==> src/rtl/udp_parser_pkg.sv <==
// Shared types and constants for the UDP order parser.
// Purpose: parser state enum, header match constants, default opcodes, order field layout.
// Ports: none (package).
package udp_parser_pkg;

  typedef enum logic [2:0] {
    HDR,
    OPCODE,
    PAYLOAD_MKT,
    PAYLOAD_DUMP,
    DROP
  } state_e;

  // Header match constants and the byte offsets they live at
  localparam logic [15:0] ETHERTYPE_IPV4 = 16'h0800;
  localparam logic [7:0]  IP_PROTO_UDP   = 8'h11;
  localparam logic [15:0] OFF_ETYPE      = 16'd12;
  localparam logic [15:0] OFF_PROTO      = 16'd23;
  localparam logic [15:0] OFF_DIP        = 16'd30;
  localparam logic [15:0] OFF_SPORT      = 16'd34;

  localparam logic [23:0] DEF_OP_MARKET  = 24'h102030;
  localparam logic [23:0] DEF_OP_DUMP    = 24'hF0E0D0;

  // 32-bit order word layout: price [31:16], is_buy [15], is_bot [14], qty [13:0]
  typedef struct packed {
    logic [15:0] price;
    logic        is_buy;
    logic        is_bot;
    logic [13:0] qty;
  } order_t;

  function automatic logic [15:0] sat_inc16(input logic [15:0] v);
    return (v == 16'hFFFF) ? v : v + 16'd1;
  endfunction

endpackage

==> src/rtl/udp_order_parser_if.sv <==
// AXI-stream style bundle used for the byte input and the order output.
// Purpose: tdata/tvalid/tlast forward, tready backward; width set by DW.
// Ports: master drives tdata/tvalid/tlast and samples tready; slave the reverse.
interface udp_order_parser_if #(
  parameter int DW = 8
) ();
  logic [DW-1:0] tdata;
  logic          tvalid;
  logic          tlast;
  logic          tready;

  modport master (output tdata, output tvalid, output tlast, input tready);
  modport slave  (input tdata, input tvalid, input tlast, output tready);
endinterface

==> src/rtl/udp_hdr_filter.sv <==
// Header filter: flags EtherType, protocol, destination IP or source port mismatch.
// Latency: mismatch_o includes the current byte combinationally; sticky part is registered.
// Backpressure: none; only observes accepted bytes (vld_i). Ports: clk/rst, idx_i, data_i, vld_i, mismatch_o.
module udp_hdr_filter
  import udp_parser_pkg::*;
#(
  parameter logic [31:0] DEST_IP  = 32'hC0A80132,
  parameter logic [15:0] SRC_PORT = 16'd55555
) (
  input  logic        clk_udp,
  input  logic        rst_udp,
  input  logic [15:0] idx_i,
  input  logic [7:0]  data_i,
  input  logic        vld_i,
  output logic        mismatch_o
);

  logic       mismatch_q, mismatch_d;
  logic       chk;
  logic [7:0] exp_byte;
  logic       bad;
  logic       carried;

  always_comb begin
    chk      = 1'b1;
    exp_byte = 8'h00;
    case (idx_i)
      OFF_ETYPE:          exp_byte = ETHERTYPE_IPV4[15:8];
      OFF_ETYPE + 16'd1:  exp_byte = ETHERTYPE_IPV4[7:0];
      OFF_PROTO:          exp_byte = IP_PROTO_UDP;
      OFF_DIP:            exp_byte = DEST_IP[31:24];
      OFF_DIP + 16'd1:    exp_byte = DEST_IP[23:16];
      OFF_DIP + 16'd2:    exp_byte = DEST_IP[15:8];
      OFF_DIP + 16'd3:    exp_byte = DEST_IP[7:0];
      OFF_SPORT:          exp_byte = SRC_PORT[15:8];
      OFF_SPORT + 16'd1:  exp_byte = SRC_PORT[7:0];
      default:            chk      = 1'b0;
    endcase
  end

  assign bad        = vld_i && chk && (data_i != exp_byte);
  // Byte 0 of a frame starts from a clean flag, whatever the previous frame left behind
  assign carried    = (idx_i == 16'd0) ? 1'b0 : mismatch_q;
  assign mismatch_o = carried | bad;
  assign mismatch_d = vld_i ? (carried | bad) : mismatch_q;

  always_ff @(posedge clk_udp or posedge rst_udp) begin
    if (rst_udp) mismatch_q <= 1'b0;
    else         mismatch_q <= mismatch_d;
  end

endmodule

==> src/rtl/udp_order_parser.sv <==
// UDP-to-order front end: filters Ethernet/IPv4/UDP frames, decodes opcode, emits order words or dump pulses.
// Latency: order valid the cycle after its last byte; dump_req and counters the cycle after tlast.
// Backpressure: s_axis.tready drops only when the next byte would complete an order and the held order is unaccepted.
// Ports: clk_udp, rst_udp, s_axis (8-bit slave), m_order (ORDER_BYTES*8 master), dump_req, frames_ok, frames_dropped.
module udp_order_parser
  import udp_parser_pkg::*;
#(
  parameter logic [31:0] DEST_IP     = 32'hC0A80132,
  parameter logic [15:0] SRC_PORT    = 16'd55555,
  parameter logic [23:0] OP_MARKET   = DEF_OP_MARKET,
  parameter logic [23:0] OP_DUMP     = DEF_OP_DUMP,
  parameter int          ORDER_BYTES = 4,
  parameter int          HDR_BYTES   = 42,
  parameter int          MAX_ORDERS  = 16
) (
  input  logic                clk_udp,
  input  logic                rst_udp,
  udp_order_parser_if.slave   s_axis,
  udp_order_parser_if.master  m_order,
  output logic                dump_req,
  output logic [15:0]         frames_ok,
  output logic [15:0]         frames_dropped
);

  localparam int OW  = ORDER_BYTES * 8;
  localparam int BCW = $clog2(ORDER_BYTES);
  localparam int OCW = $clog2(MAX_ORDERS + 1);
  localparam logic [BCW-1:0] BC_LAST      = BCW'(ORDER_BYTES - 1);
  localparam logic [OCW-1:0] OC_MAX       = OCW'(MAX_ORDERS);
  localparam logic [15:0]    IDX_HDR_LAST = 16'(HDR_BYTES - 1);
  localparam logic [15:0]    IDX_OP_LAST  = 16'(HDR_BYTES + 2);

  state_e          state_q, state_d;
  logic [15:0]     idx_q, idx_d;
  logic [15:0]     op_q, op_d;
  logic [BCW-1:0]  bcnt_q, bcnt_d;
  logic [OCW-1:0]  ocnt_q, ocnt_d;
  logic [OW-9:0]   asm_q, asm_d;
  logic [OW-1:0]   out_q, out_d;
  logic            out_vld_q, out_vld_d;
  logic            out_last_q, out_last_d;
  logic            dump_q, dump_d;
  logic [15:0]     ok_q, ok_d, drop_q, drop_d;

  logic            s_rdy, beat, hdr_bad;
  logic            ok_inc, drop_inc, dump_inc, load;
  logic [23:0]     op_full;
  logic [OW-1:0]   word;

  udp_hdr_filter #(
    .DEST_IP  (DEST_IP),
    .SRC_PORT (SRC_PORT)
  ) u_hdr_filter (
    .clk_udp    (clk_udp),
    .rst_udp    (rst_udp),
    .idx_i      (idx_q),
    .data_i     (s_axis.tdata),
    .vld_i      (beat && (state_q == HDR)),
    .mismatch_o (hdr_bad)
  );

  // Stall only the byte that would overwrite an order still waiting downstream
  assign s_rdy   = !((state_q == PAYLOAD_MKT) && (bcnt_q == BC_LAST) &&
                     out_vld_q && !m_order.tready);
  assign beat    = s_axis.tvalid && s_rdy;
  assign op_full = {op_q, s_axis.tdata};
  assign word    = {asm_q, s_axis.tdata};

  always_comb begin
    state_d    = state_q;
    idx_d      = idx_q;
    op_d       = op_q;
    bcnt_d     = bcnt_q;
    ocnt_d     = ocnt_q;
    asm_d      = asm_q;
    out_d      = out_q;
    out_last_d = out_last_q;
    ok_inc     = 1'b0;
    drop_inc   = 1'b0;
    dump_inc   = 1'b0;
    load       = 1'b0;

    if (beat) begin
      idx_d = s_axis.tlast ? 16'd0 : sat_inc16(idx_q);
      case (state_q)
        HDR: begin
          if (s_axis.tlast)                drop_inc = 1'b1;
          else if (idx_q == IDX_HDR_LAST) state_d  = hdr_bad ? DROP : OPCODE;
        end
        OPCODE: begin
          op_d = op_full[15:0];
          if (idx_q == IDX_OP_LAST) begin
            bcnt_d = '0;
            ocnt_d = '0;
            // tlast on the final opcode byte means an empty payload
            if (op_full == OP_MARKET) begin
              if (s_axis.tlast) ok_inc = 1'b1;
              else              state_d = PAYLOAD_MKT;
            end else if (op_full == OP_DUMP) begin
              if (s_axis.tlast) begin
                dump_inc = 1'b1;
                ok_inc   = 1'b1;
              end else begin
                state_d = PAYLOAD_DUMP;
              end
            end else begin
              if (s_axis.tlast) drop_inc = 1'b1;
              else              state_d  = DROP;
            end
          end else if (s_axis.tlast) begin
            drop_inc = 1'b1;
          end
        end
        PAYLOAD_MKT: begin
          if (bcnt_q == BC_LAST) begin
            bcnt_d = '0;
            if (ocnt_q == OC_MAX) begin
              // over the per-frame limit: suppress and discard the rest
              state_d = DROP;
              if (s_axis.tlast) drop_inc = 1'b1;
            end else begin
              load       = 1'b1;
              out_d      = word;
              out_last_d = s_axis.tlast;
              ocnt_d     = ocnt_q + OCW'(1);
              if (s_axis.tlast) ok_inc = 1'b1;
            end
          end else begin
            bcnt_d = bcnt_q + BCW'(1);
            asm_d  = word[OW-9:0];
            if (s_axis.tlast) begin
              // a lone byte with no order before it is padding, anything else is truncation
              if ((bcnt_q == '0) && (ocnt_q == '0)) ok_inc   = 1'b1;
              else                                  drop_inc = 1'b1;
            end
          end
        end
        PAYLOAD_DUMP: begin
          if (s_axis.tlast) begin
            dump_inc = 1'b1;
            ok_inc   = 1'b1;
          end
        end
        DROP: begin
          if (s_axis.tlast) drop_inc = 1'b1;
        end
        default: state_d = HDR;
      endcase
      if (s_axis.tlast) state_d = HDR;
    end
  end

  assign out_vld_d = load ? 1'b1 : ((out_vld_q && m_order.tready) ? 1'b0 : out_vld_q);
  assign dump_d    = dump_inc;
  assign ok_d      = ok_inc   ? sat_inc16(ok_q)   : ok_q;
  assign drop_d    = drop_inc ? sat_inc16(drop_q) : drop_q;

  always_ff @(posedge clk_udp or posedge rst_udp) begin
    if (rst_udp) begin
      state_q    <= HDR;
      idx_q      <= 16'd0;
      op_q       <= 16'd0;
      bcnt_q     <= '0;
      ocnt_q     <= '0;
      asm_q      <= '0;
      out_q      <= '0;
      out_vld_q  <= 1'b0;
      out_last_q <= 1'b0;
      dump_q     <= 1'b0;
      ok_q       <= 16'd0;
      drop_q     <= 16'd0;
    end else begin
      state_q    <= state_d;
      idx_q      <= idx_d;
      op_q       <= op_d;
      bcnt_q     <= bcnt_d;
      ocnt_q     <= ocnt_d;
      asm_q      <= asm_d;
      out_q      <= out_d;
      out_vld_q  <= out_vld_d;
      out_last_q <= out_last_d;
      dump_q     <= dump_d;
      ok_q       <= ok_d;
      drop_q     <= drop_d;
    end
  end

  assign s_axis.tready  = s_rdy;
  assign m_order.tdata  = out_q;
  assign m_order.tvalid = out_vld_q;
  assign m_order.tlast  = out_last_q;
  assign dump_req       = dump_q;
  assign frames_ok      = ok_q;
  assign frames_dropped = drop_q;

endmodule

==> src/flat_wrapper.sv <==
// flat-port wrapper written by rule: the top's interface ports become plain ports
module udp_order_parser_flat import udp_parser_pkg::*;
#(
  parameter logic [31:0] DEST_IP     = 32'hC0A80132,
  parameter logic [15:0] SRC_PORT    = 16'd55555,
  parameter logic [23:0] OP_MARKET   = DEF_OP_MARKET,
  parameter logic [23:0] OP_DUMP     = DEF_OP_DUMP,
  parameter int          ORDER_BYTES = 4,
  parameter int          HDR_BYTES   = 42,
  parameter int          MAX_ORDERS  = 16
)
  (clk_udp, rst_udp, dump_req, frames_ok, frames_dropped, s_axis_tdata, s_axis_tvalid, s_axis_tlast, s_axis_tready, m_order_tdata, m_order_tvalid, m_order_tlast, m_order_tready);
  udp_order_parser_if #(.DW(8)) s_axis_i ();
  udp_order_parser_if #(.DW((4) * 8)) m_order_i ();
  input  logic clk_udp;
  input  logic rst_udp;
  output logic dump_req;
  output logic [15:0] frames_ok;
  output logic [15:0] frames_dropped;
  input wire logic [$bits(s_axis_i.tdata)-1:0] s_axis_tdata;
  input wire logic [$bits(s_axis_i.tvalid)-1:0] s_axis_tvalid;
  input wire logic [$bits(s_axis_i.tlast)-1:0] s_axis_tlast;
  output wire logic [$bits(s_axis_i.tready)-1:0] s_axis_tready;
  output wire logic [$bits(m_order_i.tdata)-1:0] m_order_tdata;
  output wire logic [$bits(m_order_i.tvalid)-1:0] m_order_tvalid;
  output wire logic [$bits(m_order_i.tlast)-1:0] m_order_tlast;
  input wire logic [$bits(m_order_i.tready)-1:0] m_order_tready;
  assign s_axis_i.tdata = s_axis_tdata;
  assign s_axis_i.tvalid = s_axis_tvalid;
  assign s_axis_i.tlast = s_axis_tlast;
  assign s_axis_tready = s_axis_i.tready;
  assign m_order_tdata = m_order_i.tdata;
  assign m_order_tvalid = m_order_i.tvalid;
  assign m_order_tlast = m_order_i.tlast;
  assign m_order_i.tready = m_order_tready;
  udp_order_parser #(.DEST_IP(DEST_IP), .SRC_PORT(SRC_PORT), .OP_MARKET(OP_MARKET), .OP_DUMP(OP_DUMP), .ORDER_BYTES(ORDER_BYTES), .HDR_BYTES(HDR_BYTES), .MAX_ORDERS(MAX_ORDERS)) u_core (.clk_udp(clk_udp), .rst_udp(rst_udp), .s_axis(s_axis_i), .m_order(m_order_i), .dump_req(dump_req), .frames_ok(frames_ok), .frames_dropped(frames_dropped));
endmodule
==> config.mk <==
export PLATFORM = sky130hd
export DESIGN_NAME = udp_order_parser_flat
export DESIGN_NICKNAME = d
export VERILOG_FILES = /design/src/rtl/udp_parser_pkg.sv /design/src/rtl/udp_order_parser_if.sv /design/src/rtl/udp_hdr_filter.sv /design/src/rtl/udp_order_parser.sv /design/src/flat_wrapper.sv
export SDC_FILE = /design/constraint.sdc
export NUM_CORES = 1
export LEC_CHECK = 0
export ABC_AREA = 1
export CORE_AREA = 2 2 125 127
export DETAILED_ROUTE_END_ITERATION = 12
export DIE_AREA = 0 0 127 129
export PLACE_DENSITY = 0.74
export SETUP_SLACK_MARGIN = 0.5
export SLEW_MARGIN = 0
export SYNTH_ARGS = -nofsm -noshare
export SYNTH_HDL_FRONTEND = slang
export SYNTH_SLANG_ARGS = --single-unit
==> constraint.sdc <==
create_clock -name clk_udp -period 4.85 [get_ports clk_udp]
set_clock_uncertainty 0.05 [all_clocks]
set_input_delay 0.97 -clock clk_udp [delete_from_list [all_inputs] [get_ports clk_udp]]
set_output_delay 0.97 -clock clk_udp [all_outputs]
set_load 0.005 [all_outputs]
==> results of run 1 <==
-- worst register-to-register path: cells and delay by family (launching register included) --
kind                       cells  cell delay, ns
buffers and inverters          2            0.72
and+or+nand+nor                3            1.04
DFF                            1            0.38
AOI/OAI and AO/OA              2            0.32
adders and majority gates      1            0.25
-- where the power goes --
group / switching, mW / internal [mW] / total [mW]
combinational: 0.299 / 0.221 / 0.520
sequential: 0.119 / 1.24 / 1.36
clock: 0.505 / 0.742 / 1.25
total: 0.923 / 2.21 / 3.13
-- cell type report --
class                           count  share of cell area (%)
Clock buffer                       21                    5.57
Clock inverter                     11                    1.38
Inverter                           88                    4.12
Multi-Input combinational cell    571                    35.6
Sequential cell                   134                    40.6
Tap cell                          188                    2.85
Timing Repair Buffer               81                    9.93
-- cells by family (layout without fill, tap and decap cells) --
family | after synthesis | count (layout)
buffers and inverters | 108 | 201
adders and majority gates | 10 | 10
DFF | 134 | 134
muxes | 3 | 3
and+or+nand+nor | 421 | 421
xor gates and xnor gates | 35 | 35
AOI/OAI and AO/OA | 102 | 102
-- through the flow --
step | total power, mW | instance area, um^2 | hold slack [ns]
global placement | 1.88 | 7690 | 0.405
global route | 3.31 | 8260 | 0.445
floorplan | 1.70 | 6760 | 0.393
finish | 3.13 | 8260 | 0.420
CTS | 3.16 | 8260 | 0.425
detailed placement | 1.90 | 7690 | 0.410
-- worst max path at each step --
stage                        start                       to  cells after the start
finish              m_order_tready            s_axis_tready                      4
global route        m_order_tready            s_axis_tready                      4
CTS                 m_order_tready            s_axis_tready                      4
detailed placement  m_order_tready  u_core.m_order.tdata[3]                      8
global placement    m_order_tready  u_core.m_order.tdata[4]                      8
floorplan                  rst_udp          u_core.asm_q[0]                      1
-- layer usage --
metal / GRT usage (%) / vias up / part of all wire (%)
li1: - / 2783 / -
met1: 25.1 / 2594 / 46
met2: 29.6 / 114 / 47
met3: 4.57 / 25 / 4.4
met4: 7.43 / 0 / 2.4
met5: 0 / - / 0
-- registers in the layout, summed over array words and instances (netlist names) --
name,count
u_core.m_order.tlast,1
u_core.asm_q,24
u_core.bcnt_q,2
u_core.op_q,16
u_core.m_order.tvalid,1
u_core.idx_q,16
u_core.ocnt_q,5
u_core.frames_dropped,16
u_core.m_order.tdata,32
u_core.state_q,3
u_core.dump_req,1
u_core.u_hdr_filter.mismatch_q,1
u_core.frames_ok,16
-- cells in the final DEF, fill, tap and decap left out, types with 3 or more instances in the layout --
master / instances
a21oi_1: 22
clkbuf_16: 17
clkdlybuf4s50_1: 80
clkinvlp_4: 4
dfrtp_1: 134
ha_1: 10
inv_1: 75
inv_2: 9
inv_6: 5
mux2_2: 3
nand2_1: 231
nand2_2: 11
nand3_1: 41
nand4_1: 22
nor2_1: 73
nor2_2: 5
nor2_4: 3
nor3_1: 12
nor3_2: 3
nor3_4: 3
nor4_1: 9
o21ai_0: 35
o21ai_1: 25
o21ai_2: 11
o31ai_1: 3
or2_2: 3
xnor2_1: 10
xor2_1: 25
==> impl_metrics.toml, run 1 <==
[sta]
min_period_over_period_pct = 71.7
worst_pin_slew_ns = 0.877
hold_viol = 0
final.min_clock_period_ns = 3.48
rsz0062_at_grt = "no"
fin_ws_ns = 1.37
max_freq_ghz = 0.287
setup_viol = 0
finalMaxSlewViolations = 0
slew_headroom_pct = 41.6
tns_ns = 0

[worst_setup_path]
crit_buf_inv = 2
r2r_end = "u_core.m_order.tdata[3]"
crit_arrival_ns = 2.46
cp_top_family = "buffers and inverters"
reg2reg_slack_ns = 1.97
timing.rr.start = "u_core.bcnt_q[0]"
path_cells = "clkdlybuf4s50_1 > nor3b_1 > nand2_1 > clkdlybuf4s50_1"
crit_top_cell = "clkdlybuf4s50_1"
criticalPathCategory = "in2out"
cp-start-kind = "input port"
ff2ff_path_depth = 8
slowest_stage = "clkdlybuf4s50_1"
max_stage_delay_ns = 0.47
cp_max_fo = 2
worstPathRequired_ns = 3.83
end_kind = "output port"

[power]
power_density_nw_per_um2 = 379
leakage_nw = 3.99
peakVddDrop_mv = 0.241

[yosys]
ys_ff_latch = 134
synth_edf_count = 0
synth_compound_area_share_pct = 8.69
ys_warn_count = 0
syn_area_per_cell_um2 = 8.31
yosysMostFrequentCell = "nand2_1"
yosys.area.top_type = "dfrtp_1"
postSynthCellCount = 813
yosys.cell_types.count = 39
synth_top_flop_cell = "dfrtp_1"
seq_area_frac_synth_pct = 49.7
synthAdderAreaFrac_pct = 1.85
syn-cell-area_um2 = 6750
synthSimpleGateAreaFrac_pct = 27.9
yosys.area_share.xor_xnor_pct = 4.54
synth_mux_area_share_pct = 0.500
synth_top_family_by_area = "simple AND/OR/NAND/NOR gates"
syn_nets = 836
synth_top_area_share_pct = 49.7
synthArstFlopShare_pct = 100
synth_common_cells = "231 x nand2_1, 134 x dfrtp_1, 76 x inv_1"
synth_area_leaders = "dfrtp_1 50%, nand2_1 13%, inv_1 4.2%"

[final_layout]
drive_gt1_share_pct = 10.0
fillers = 1377
multi_input_area_um2 = 2940
fin_nets = 916
fin_util_pct = 55.2
num_antenna_cells = 0
regArea_um2 = 3350
area_growth_pct = 22.3
layoutNonFillerInstCount = 1094

[routing]
route.detailed.drc = 0
wl_mm = 14.6
vias = 5516
drt_pass1_iterations = 5
via_per_inst = 5.04
routedWlPerCell_um = 13.4
drt_iter0_markers = 392
antenna_left = 0

[clocking]
path_clk_slew_ns = 0.06
cts_resized = 0
cts_setup_buffers = 0
clkSinkCount = 134
cts_root_buf = "clkbuf_16"
cts_max_level = 4
clock_path_buffers = 2
cts_hold_buffers = 0
cts_buffers = 17
clkLatencyLatePin_ns = 0.42
tritoncts = "yes"

[die]
initial_core_util_pct = 45.1
die_w_um = 127
dieArea_um2 = 16400
rows = 45
core-area_um2 = 15000
chipHeight_um = 129
io_pins = 81

[global_route]
antenna_found_initial = 0
grtUsageTotal_pct = 18.8
grt_pass1_vias = 5114
grt-ovfl-total = 0
grt_max_degree = 135
grt_pass1_wl_mm = 24.5

[worst_hold_path]
min_from = "u_core.m_order.tdata[24]"
hold_path_end = "u_core.m_order.tdata[24]"
hp-class = "reg2reg"
holdPathStages = 2

[placed_design]
place_ws_ns = 1.19
place_inst = 1062
hpwl_mm = 10.3
gp_congestion = 0.870
portBuffers = 80

[run_status]
status = "complete, no violations"

[flow_run]
max_cap_violations = 0
Power figures use the tool's default switching activity.
==> run 2: changes to the inputs <==
--- a/config.mk
+++ b/config.mk
@@ -9,7 +9,7 @@
 export CORE_AREA = 2 2 125 127
 export DETAILED_ROUTE_END_ITERATION = 12
 export DIE_AREA = 0 0 127 129
-export PLACE_DENSITY = 0.74
+export PLACE_DENSITY = 0.72
 export SETUP_SLACK_MARGIN = 0.5
 export SLEW_MARGIN = 0
 export SYNTH_ARGS = -nofsm -noshare
==> constraint.sdc (replaced) <==
create_clock -name clk_udp -period 3.45 [get_ports clk_udp]
set_clock_uncertainty 0.05 [all_clocks]
set_input_delay 0.69 -clock clk_udp [delete_from_list [all_inputs] [get_ports clk_udp]]
set_output_delay 0.69 -clock clk_udp [all_outputs]
set_load 0.005 [all_outputs]
==> run 2 against run 1 <==
- final cell count rose by 0.27%
- final area rose by 0.45%
- largest cell class unchanged
- setup slack got worse by 0.72 ns
- clock-buffer cell count fell by 3
==> impl_metrics.toml, run 2 (synthesis results as in run 1) <==
[worst_setup_path]
ff2ff_path_depth = 10
crit_top_cell = "clkdlybuf4s50_1"
crit_buf_inv = 2
cp-endpoint = "s_axis_tready"
cp-start-kind = "input port"
r2r_end = "u_core.frames_dropped[4]"
max_stage_delay_ns = 0.47
end_kind = "output port"
reg2reg_slack_ns = 1.04
cp_top_family = "buffers and inverters"
crit_arrival_ns = 2.06
timing.rr.start = "u_core.bcnt_q[0]"
criticalPathCategory = "in2out"
worstPathRequired_ns = 2.71
cp_max_fo = 2
crit_start = "m_order_tready"
path_cells = "clkdlybuf4s50_1 > nor3b_2 > nand2_1 > clkdlybuf4s50_1"
slowest_stage = "clkdlybuf4s50_1"
path_depth = 4

[global_route]
grt_max_degree = 135
grt_pass1_wl_mm = 25.6
antenna_found_initial = 0
grtUsageTotal_pct = 19.6
grt_pass1_vias = 5292
grt-ovfl-total = 0

[sta]
hold_viol = 0
hold_slack_ns = 0.417
final.min_clock_period_ns = 2.80
tns_ns = 0
finalMaxSlewViolations = 0
worst_pin_slew_ns = 0.773
setup_viol = 0
slew_headroom_pct = 48.3
rsz0062_at_grt = "no"
min_period_over_period_pct = 81.2
max_freq_ghz = 0.357

[final_layout]
area_growth_pct = 22.9
num_antenna_cells = 0
design_area_um2 = 8300
fin_util_pct = 55.4
fillers = 1378
fin_nets = 919
regArea_um2 = 3350
largest_reg_flops = 32
final_cell_mix = "231 x nand2_1, 134 x dfrtp_1, 80 x clkdlybuf4s50_1, 75 x inv_1, 73 x nor2_1"
multi_input_area_um2 = 2940
drive_gt1_share_pct = 10.6
final_common_cell = "nand2_1"

[flow_run]
max_cap_violations = 0

[routing]
route.detailed.drc = 0
wl_mm = 15.1
antenna_left = 0
via_per_inst = 5.02
routedWlPerCell_um = 13.8
drt_pass1_iterations = 5
vias = 5510
drt_iter0_markers = 358

[clocking]
clock_path_buffers = 2
clkSinkCount = 134
path_clk_slew_ns = 0.06
cts_max_level = 4
cts_setup_buffers = 0
tritoncts = "yes"
cts_hold_buffers = 0
clkLatencyLatePin_ns = 0.43
cts_root_buf = "clkbuf_16"
cts_buffers = 17

[die]
core-area_um2 = 15000
dieArea_um2 = 16400
io_pins = 81
die_w_um = 127
rows = 45
initial_core_util_pct = 45.1
chipHeight_um = 129

[power]
peakVddDrop_mv = 0.340
leakage_nw = 4.00
power_density_nw_per_um2 = 531

[placed_design]
hpwl_mm = 10.6
placed_cell_area_um2 = 7720
gp_congestion = 0.896
portBuffers = 80

[worst_hold_path]
hp-class = "reg2reg"

[run_status]
status = "complete, no violations"
run 2: power breakdown:
part	switching (mW)	total [mW]	internal (mW)
clock network	0.745	1.75	1.01
logic	0.422	0.736	0.314
registers	0.169	1.92	1.75
run 2: routing by layer:
metal / vias up / wire, um / track usage (%) / part of all wire (%)
met2: 113 / 7300 / 32.1 / 48
met5: - / 0 / 0 / 0
met3: 30 / 572 / 4.74 / 3.8
met1: 2576 / 6910 / 25.2 / 46
li1: 2791 / - / - / -
met4: 0 / 329 / 7.82 / 2.2
run 2: how the worst min path moves through the flow:
stage                        startpoint                       end  slack (ns)  depth (start not counted)
2_1_floorplan          u_core.asm_q[23]  u_core.m_order.tdata[31]        0.39                          2
3_3_place_gp   u_core.m_order.tdata[12]  u_core.m_order.tdata[12]        0.40                          2
3_5_place_dp   u_core.m_order.tdata[15]  u_core.m_order.tdata[15]        0.41                          2
4_1_cts        u_core.m_order.tdata[15]  u_core.m_order.tdata[15]        0.42                          2
5_1_grt         u_core.m_order.tdata[9]   u_core.m_order.tdata[9]        0.43                          2
6_report       u_core.m_order.tdata[15]  u_core.m_order.tdata[15]        0.42                          2
run 2: repair_timing:
| item | 4_1_cts | 5_1_grt |
|---|---|---|
| resized for setup | 0 | 1 |
| setup endpoints to repair | 0 | 1 |
| endpoints found under the hold margin | 0 | 0 |
run 2: worst reg2reg max path, delay by kind of cell (launching register included):
family | cells | cell delay (ns)
adders and majority gates | 1 | 0.25
AOI/OAI and AO/OA | 1 | 0.25
buffers and inverters | 2 | 0.48
and+or+nand+nor | 6 | 0.90
DFF | 1 | 0.38
run 2: metrics by stage:
| stage | setup slack, ns | total power [mW] | std cells |
|---|---|---|---|
| 2_1_floorplan | 1.04 | 2.39 | 813 |
| 3_3_place_gp | 0.526 | 2.66 | 1065 |
| 3_5_place_dp | 0.476 | 2.68 | 1065 |
| 4_1_cts | 0.523 | 4.44 | 1097 |
| 5_1_grt | 0.570 | 4.63 | 1097 |
| 6_report | 0.649 | 4.41 | 1097 |
run 2: cell type report:
class	count	area share (%)
clock buffers	18	5.17
clock inverters	14	1.72
inverters	88	4.10
multi-input cells	571	35.5
flip-flops and latches	134	40.4
well taps	188	2.83
repair buffers	84	10.3
